--- src/rtl/jt12_timer_ctrl_pkg.sv ---
// Shared register map and helper types for the JT12 timer control front end.
//   REG_*      : part-I register addresses decoded by jt12_timer_ctrl
//   TCTRL_*    : bit positions inside the 0x27 timer-control register
//   bus_wr_t   : one captured CPU write, held for a single cycle before it is applied
package jt12_timer_ctrl_pkg;

    localparam logic [7:0] REG_TA_HI = 8'h24;
    localparam logic [7:0] REG_TA_LO = 8'h25;
    localparam logic [7:0] REG_TB    = 8'h26;
    localparam logic [7:0] REG_TCTRL = 8'h27;

    localparam int unsigned TCTRL_LOAD_A  = 0;
    localparam int unsigned TCTRL_LOAD_B  = 1;
    localparam int unsigned TCTRL_EN_A    = 2;
    localparam int unsigned TCTRL_EN_B    = 3;
    localparam int unsigned TCTRL_CLR_A   = 4;
    localparam int unsigned TCTRL_CLR_B   = 5;
    localparam int unsigned TCTRL_CSM_LSB = 6;

    typedef struct packed {
        logic       is_data;  // addr[0]
        logic       part;     // addr[1]
        logic [7:0] din;
    } bus_wr_t;

endpackage

--- src/rtl/jt12_busy_cnt.sv ---
// Write-busy timer. Loads BUSY_CYCLES when start is high and counts down to zero;
// a start while already counting simply reloads.
//   clk, rst : clock, asynchronous active-high reset
//   start    : 1-clk request to (re)load the counter
//   busy     : high while the counter is non-zero
module jt12_busy_cnt #(
    parameter int unsigned BUSY_CYCLES = 32,
    parameter int unsigned BUSY_W      = 6
) (
    input  logic clk,
    input  logic rst,
    input  logic start,
    output logic busy
);

    localparam logic [BUSY_W-1:0] LoadVal = BUSY_W'(BUSY_CYCLES);

    logic [BUSY_W-1:0] cnt_q, cnt_d;

    always_comb begin
        cnt_d = cnt_q;
        if (start) begin
            cnt_d = LoadVal;
        end else if (cnt_q != '0) begin
            cnt_d = cnt_q - BUSY_W'(1);
        end
    end

    always_ff @(posedge clk or posedge rst) begin
        if (rst) begin
            cnt_q <= '0;
        end else begin
            cnt_q <= cnt_d;
        end
    end

    assign busy = (cnt_q != '0);

endmodule

--- src/rtl/jt12_timer_ctrl.sv ---
// CPU-facing register front end for the JT12 timer pair. Decodes part-I writes to
// 0x24..0x27 and produces the jt12_timers control set: presets, 1-clk load / clr_run /
// clr_flag pulses, IRQ enables and CSM mode. Returns {busy,5'b0,flag_B,flag_A} on dout.
// set_run_A/B of jt12_timers are tied low by the integrating level; timers start only
// through load_A/load_B.
//   clk, rst            : clock, asynchronous active-high reset
//   cs_n, wr_n          : active-low chip select / write strobe
//   addr                : [0] 0=address 1=data, [1] 0=part I 1=part II
//   din / dout          : CPU write data / registered status byte
//   flag_A, flag_B      : timer flags from jt12_timers
//   value_A, value_B    : timer presets
//   load_*, clr_run_*, clr_flag_* : 1-clk control pulses
//   enable_irq_*, csm_mode        : levels from register 0x27
//   busy                : high for BUSY_CYCLES clocks after each data write
module jt12_timer_ctrl
    import jt12_timer_ctrl_pkg::*;
#(
    parameter int unsigned BUSY_CYCLES = 32,
    parameter int unsigned BUSY_W      = 6
) (
    input  logic       clk,
    input  logic       rst,
    input  logic       cs_n,
    input  logic       wr_n,
    input  logic [1:0] addr,
    input  logic [7:0] din,
    output logic [7:0] dout,
    input  logic       flag_A,
    input  logic       flag_B,
    output logic [9:0] value_A,
    output logic [7:0] value_B,
    output logic       load_A,
    output logic       load_B,
    output logic       clr_run_A,
    output logic       clr_run_B,
    output logic       clr_flag_A,
    output logic       clr_flag_B,
    output logic       enable_irq_A,
    output logic       enable_irq_B,
    output logic [1:0] csm_mode,
    output logic       busy
);

    logic       strobe_idle_q;  // strobe was inactive last cycle
    logic       wr_pend_q;
    bus_wr_t    wr_q;
    logic [7:0] sel_reg_q;
    logic       sel_part_q;
    logic       ld_a_q, ld_b_q;

    logic wr_evt, data_wr, timer_wr;

    // Edge-detect the strobe so a held cs_n/wr_n produces exactly one event.
    assign wr_evt   = ~cs_n & ~wr_n & strobe_idle_q;
    assign data_wr  = wr_pend_q & wr_q.is_data;
    assign timer_wr = data_wr & ~sel_part_q & ~wr_q.part;

    always_ff @(posedge clk or posedge rst) begin
        if (rst) begin
            strobe_idle_q <= 1'b1;
            wr_pend_q     <= 1'b0;
            wr_q          <= '0;
            sel_reg_q     <= '0;
            sel_part_q    <= 1'b0;
            ld_a_q        <= 1'b0;
            ld_b_q        <= 1'b0;
            dout          <= '0;
            value_A       <= '0;
            value_B       <= '0;
            load_A        <= 1'b0;
            load_B        <= 1'b0;
            clr_run_A     <= 1'b0;
            clr_run_B     <= 1'b0;
            clr_flag_A    <= 1'b0;
            clr_flag_B    <= 1'b0;
            enable_irq_A  <= 1'b0;
            enable_irq_B  <= 1'b0;
            csm_mode      <= '0;
        end else begin
            strobe_idle_q <= cs_n | wr_n;
            wr_pend_q     <= wr_evt;
            if (wr_evt) begin
                wr_q <= {addr[0], addr[1], din};
            end

            load_A     <= 1'b0;
            load_B     <= 1'b0;
            clr_run_A  <= 1'b0;
            clr_run_B  <= 1'b0;
            clr_flag_A <= 1'b0;
            clr_flag_B <= 1'b0;

            dout <= {busy, 5'b0, flag_B, flag_A};

            if (wr_pend_q && !wr_q.is_data) begin
                sel_reg_q  <= wr_q.din;
                sel_part_q <= wr_q.part;
            end

            if (timer_wr) begin
                case (sel_reg_q)
                    REG_TA_HI: value_A[9:2] <= wr_q.din;
                    REG_TA_LO: value_A[1:0] <= wr_q.din[1:0];
                    REG_TB:    value_B      <= wr_q.din;
                    REG_TCTRL: begin
                        // Load only on a 0->1 of the stored bit so a running timer is
                        // not restarted; a 0 stops the timer on every write.
                        load_A       <= wr_q.din[TCTRL_LOAD_A] & ~ld_a_q;
                        load_B       <= wr_q.din[TCTRL_LOAD_B] & ~ld_b_q;
                        clr_run_A    <= ~wr_q.din[TCTRL_LOAD_A];
                        clr_run_B    <= ~wr_q.din[TCTRL_LOAD_B];
                        ld_a_q       <= wr_q.din[TCTRL_LOAD_A];
                        ld_b_q       <= wr_q.din[TCTRL_LOAD_B];
                        enable_irq_A <= wr_q.din[TCTRL_EN_A];
                        enable_irq_B <= wr_q.din[TCTRL_EN_B];
                        clr_flag_A   <= wr_q.din[TCTRL_CLR_A];
                        clr_flag_B   <= wr_q.din[TCTRL_CLR_B];
                        csm_mode     <= wr_q.din[TCTRL_CSM_LSB +: 2];
                    end
                    default: ;
                endcase
            end
        end
    end

    jt12_busy_cnt #(
        .BUSY_CYCLES (BUSY_CYCLES),
        .BUSY_W      (BUSY_W)
    ) u_busy (
        .clk   (clk),
        .rst   (rst),
        .start (data_wr),
        .busy  (busy)
    );

endmodule

--- config.mk ---
export PLATFORM = sky130hd
export DESIGN_NAME = jt12_timer_ctrl
export DESIGN_NICKNAME = d
export VERILOG_FILES = /design/src/rtl/jt12_timer_ctrl_pkg.sv /design/src/rtl/jt12_busy_cnt.sv /design/src/rtl/jt12_timer_ctrl.sv
export SDC_FILE = /design/constraint.sdc
export NUM_CORES = 1
export LEC_CHECK = 0
export CORE_ASPECT_RATIO = 1.2
export CORE_MARGIN = 1.5
export CORE_UTILIZATION = 50
export DETAILED_ROUTE_END_ITERATION = 10
export PLACE_DENSITY_LB_ADDON = 0.12
export SLEW_MARGIN = 15
export SYNTH_ARGS = -nofsm -noshare
export SYNTH_HDL_FRONTEND = slang
export SYNTH_SLANG_ARGS = --single-unit
--- constraint.sdc ---
create_clock -name clk -period 2.33 [get_ports clk]
set_input_delay 0.466 -clock clk [delete_from_list [all_inputs] [get_ports clk]]
set_output_delay 0.466 -clock clk [all_outputs]
set_load 0.01 [all_outputs]
== Yosys cells after proc, flatten, opt, wreduce, memory -nomap -nowiden ==
Cells that the tools add are included.

* Flip-flop bits (word level): 60
* Output and inout bits: 37
* Word-level logic and storage cells: 66

* Add/subtract/negate cells: 1
* Equality and inequality tests: 4
* Muxes and demuxes: 14
* Bitwise gates (word level): 16
* Reduce and logical (&&, ||, !) cells: 8

{| class="wikitable"
|+ Operator list
! kind !! count
|-
| $eq 8x6->1 const B || 4
|-
| $mux 1 || 12
|-
| $mux 6 || 2
|-
| $not 1->1 || 8
|-
| $reduce_and 2->1 || 4
|-
| $and 1x1->1 || 7
|-
| $reduce_bool 6->1 || 1
|-
| $sub 6x1->6 const B || 1
|-
| $reduce_bool 2->1 || 1
|-
| $logic_and 1x1->1 || 1
|-
| $logic_not 1->1 || 1
|-
| $or 1x1->1 || 1
|}

== Logic depth before layout (Yosys ltp) ==
* Depth in word-level cells: 4
* Mapped depth: 5
* Depth with buffers taken out: 5

== Hierarchy ==
Synthesis repeated with hierarchy kept, for this count alone.

* Cell total of the unflattened synthesis: 167
* Area, all modules: 2426.1 µm²

{| class="wikitable"
|+ By module, submodules not included
! module !! instances !! cells an instance !! area an instance (µm²) !! sequential area each (µm²)
|-
| jt12_timer_ctrl || 1 || 133 || 2075.7 || 1352.5
|-
| jt12_busy_cnt || 1 || 34 || 350.3 || 150.1
|}

== Least setup slack after synthesis ==
Ideal clock, no wire load.

* Kind: reg2out
* From: register u_busy.cnt_q[2]
* To: output port busy
* Arrival: 1.188 ns
* Data required time: 1.864 ns
* Path slack: 0.676 ns
* Stages on the path, launching flop included: 4
* Buffers on the path: 1
* Cells stage by stage: dfrtp_1 or3_1 clkbuf_1 or2_1

* Longest elaborated chain between the ends: 1

{| class="wikitable"
|+ Ends and longest elaborated chain
! item !! RTL line !! source
|-
| start, declared || jt12_busy_cnt.sv:18 || <nowiki>logic [BUSY_W-1:0] cnt_q, cnt_d;</nowiki>
|-
| start signal, assigned || jt12_busy_cnt.sv:33 || <nowiki>cnt_q <= cnt_d;</nowiki>
|-
| $reduce_bool 6->1 || jt12_busy_cnt.sv:37 || <nowiki>assign busy = (cnt_q != '0);</nowiki>
|-
| end, declared || jt12_timer_ctrl.sv:41 || <nowiki>output logic busy</nowiki>
|}

No other way between the ends.

== Worst setup path after layout ==
* From: register u_busy.cnt_q[4]
* To: output port busy

Same word-level chain as after synthesis.

==> impl_metrics.py <==
metrics = {
    "global_route": {
        "track_usage": 0.207,
        "grt_pass1_vias": 1608,
        "grt_pass1_wl_um": 7890,
        "grt_max_degree": 34,
        "grt-ovfl-total": 0,
        "antenna_found_initial": 0,
    },
    "power": {
        "vdd_drop_max_mv": 0.571,
        "p_clk_frac": 0.289,
        "p_seq_frac": 0.503,
        "power_leakage_nw": 1.48,
        "switching_share": 0.285,
        "intPower_mw": 1.90,
        "p_per_area_mw_per_mm2": 843,
        "p_sw_mw": 0.757,
        "pwr-share-comb": 0.208,
    },
    "critical_path": {
        "path_delay_family": "simple AND/OR/NAND/NOR gates",
        "critPathMaxStageDelay_ns": 0.43,
        "critPathRequiredTime_ns": 1.86,
        "path_cells": "or3_4 -> or2_1 -> dlygate4sd2_1",
        "end_kind": "output pin",
        "worstPathArrival_ns": 1.74,
        "crit_path_start_kind": "flip-flop",
        "r2r_end": "csm_mode[1]",
        "critPathKind": "reg -> out",
        "reg2reg_from": "wr_q[8]",
        "cp_slowest_cell": "or3_4",
        "crit_cells": 3,
        "crit_fanout": 8,
        "cp_num_buf_inv": 1,
        "worst-r2r-cell-count": 3,
        "r2r_slack_ns": 0.50,
    },
    "timing": {
        "min_period_over_period": 0.945,
        "slew_headroom": 0.580,
        "hold_viol_final": 0,
        "hold_slack_ns": 0.440,
        "fmax_mhz": 454,
        "setup_viol": 0,
        "min_period_ns": 2.20,
        "fin_worst_skew_ns": 0.00606,
        "slew_viol_final": 0,
        "setup_tns_ns": 0,
        "worst_slew_pin_slew_ns": 0.629,
        "rsz0062_at_grt": "false",
        "worst_slack_ns": 0.128,
    },
    "synth": {
        "synthAdderAreaFrac": 0.0102,
        "synth_xor_area_frac": 0.00358,
        "synth-warning-count": 0,
        "syn_inst": 169,
        "yosys.area_share.simple": 0.119,
        "ys_seq_area_frac": 0.614,
        "synthTopCellsByArea": "dfrtp_1, mux2_2, nand4_4",
        "synth_area_mm2": 0.00245,
        "synthMuxAreaShare": 0.195,
        "async_flop_share": 1.00,
        "avgSynthCellArea_um2": 14.5,
        "ys.flop_type": "dfrtp_1",
        "synth_enable_flop_cells": 0,
        "synth_seq_cells": 60,
        "synth_compound_area_frac": 0.0225,
        "ys_types": 34,
        "synth_top_area_cell": "dfrtp_1",
        "synth_top_family_by_area": "multiplexers",
        "synth_top_cell_area_share": 0.604,
    },
    "routing": {
        "drt-total-wl_um": 4540,
        "via_count": 1468,
        "drt-vias-per-instance": 5.04,
        "routedWlPerCell_um": 15.6,
        "drt-initial-drc-count": 76,
        "drc": 0,
        "dr.pass1.iters": 4,
        "drtAntennaViolNets": 0,
    },
    "job": {
        "max_cap_violations": 0,
    },
    "finish": {
        "drive_gt1_frac": 0.296,
        "nNetsFinal": 246,
        "n_fill_cell": 350,
        "fin_cells": 291,
        "seq_area_mm2": 0.00150,
        "fin_util": 0.677,
        "area_delta_synth_final_pct": 29.0,
        "antenna_cells": 0,
        "multi_input_area_um2": 880,
    },
    "cts": {
        "clk_pin_slew_ns": 0.06,
        "cts-htree-levels": 3,
        "clock_sinks": 60,
        "clockBufferDepth": 2,
        "hold_buffers": 0,
        "cts-root-buf": "clkbuf_8",
        "numCtsBuffers": 9,
        "clock_latency_ns": 0.33,
        "cts_tree": "done",
    },
    "place": {
        "place_ws_ns": 0.180,
        "place_inst": 273,
        "gp_congestion": 0.688,
        "dp_hpwl_um": 3220,
        "io_buffers": 47,
    },
    "floorplanning": {
        "die_area_mm2": 0.00532,
        "fp.dieW_um": 66.9,
        "initial_core_util": 0.525,
        "core.rowCount": 27,
        "core-area_mm2": 0.00466,
        "ioPinCount": 53,
        "die_y_um": 79.6,
    },
    "hold_path": {
        "hold_end": "load_A",
        "hold_class": "reg -> reg",
        "hold_path_depth": 1,
        "min_from": "ld_a_q",
    },
    "outcome": {
        "status": "finished clean",
    },
}
kinds of logic (layout without fill, tap and decap cells):
family | count (synthesis) | in the layout
DFF | 60 | 60
muxes | 41 | 41
and+or+nand+nor | 39 | 39
buffers and inverters | 15 | 75
AOI/OAI and AO/OA | 10 | 10
adders and majority gates | 2 | 2
other | 1 | 5
xor gates and xnor gates | 1 | 1
through the flow:
step	power [mW]	instance area [um^2]
after global routing	2.83	3150
final	2.66	3150
after CTS	2.68	3150
after detailed placement	1.88	2970
after floorplan	1.71	2460
after global placement	1.82	2970
synth_stat cells (3+ instances only):
master	number
nor2_1	6
o21ai_0	6
nand2b_1	3
nand4_4	3
mux2_2	37
nor2b_1	5
dfrtp_1	59
inv_1	6
nor3b_1	3
mux2_4	4
nand2_1	3
buf_4	5
nor3_1	3
power by group through the flow:
stage / sequential [mW] / clock (mW) / combinational [mW]
6_report: 1.34 / 0.768 / 0.553
5_1_grt: 1.36 / 0.842 / 0.624
4_1_cts: 1.34 / 0.790 / 0.556
3_5_place_dp: 1.36 / 0 / 0.513
3_3_place_gp: 1.35 / 0 / 0.471
2_1_floorplan: 1.33 / 0 / 0.381
flip-flops by register name, indices dropped and copies added (netlist names), 2 cells and up:
name,flops
value_A,10
value_B,8
dout,3
wr_q,10
u_busy.cnt_q,6
csm_mode,2
sel_reg_q,8
worst reg2reg max path, delay by kind of cell, from the launching register on:
kind	cells	cell delay, ns
AND/OR/NAND/NOR	2	0.89
flip-flops	1	0.42
multiplexers	1	0.40
cells in the final DEF, fill, tap and decap left out, types with 2 or more instances in the layout:
cell             instances
ha_1                     2
buf_4                    6
dfrtp_1                 59
nand2b_1                 3
or2_2                    2
conb_1                   5
inv_1                    5
clkbuf_1                 4
nor2_1                   6
mux2_4                   4
a21oi_1                  2
and2_1                   2
mux2_2                  37
nor3_1                   3
clkbuf_8                10
nor2b_1                  5
o21ai_0                  6
clkinv_2                 2
nand2_1                  3
clkdlybuf4s50_1         46
nand4_4                  3
nor3b_1                  3
routing by layer:
layer,part of all wire,vias to the layer above,GRT usage,wire [um]
met5,0,-,0,0
met3,0.041,10,0.0522,188
met4,0.025,0,0.104,113
met1,0.40,726,0.247,1800
met2,0.54,36,0.342,2440
li1,-,696,-,-
cell type report:
type | count | area share
multi-input cells | 98 | 0.279
clock inverters | 2 | 0.00317
flip-flops and latches | 60 | 0.476
inverters | 6 | 0.00714
repair buffers | 53 | 0.163
clock buffers | 14 | 0.0484
well taps | 58 | 0.0230
how the worst max path moves through the flow:
stage	start	endpoint	slack [ns]
after global routing	u_busy.cnt_q[4]	busy	0.06
after detailed placement	u_busy.cnt_q[2]	busy	0.18
after CTS	u_busy.cnt_q[4]	busy	0.14
final	u_busy.cnt_q[4]	busy	0.13
after floorplan	rst	clr_flag_A	0.38
after global placement	u_busy.cnt_q[2]	busy	0.25
repair_timing:
item                                    4_1_cts  5_1_grt
buffers inserted                              2        0
gates resized for setup                       2        0
endpoints found under the setup margin        1        0
Note: power is estimated with default switching activity, not from simulation.
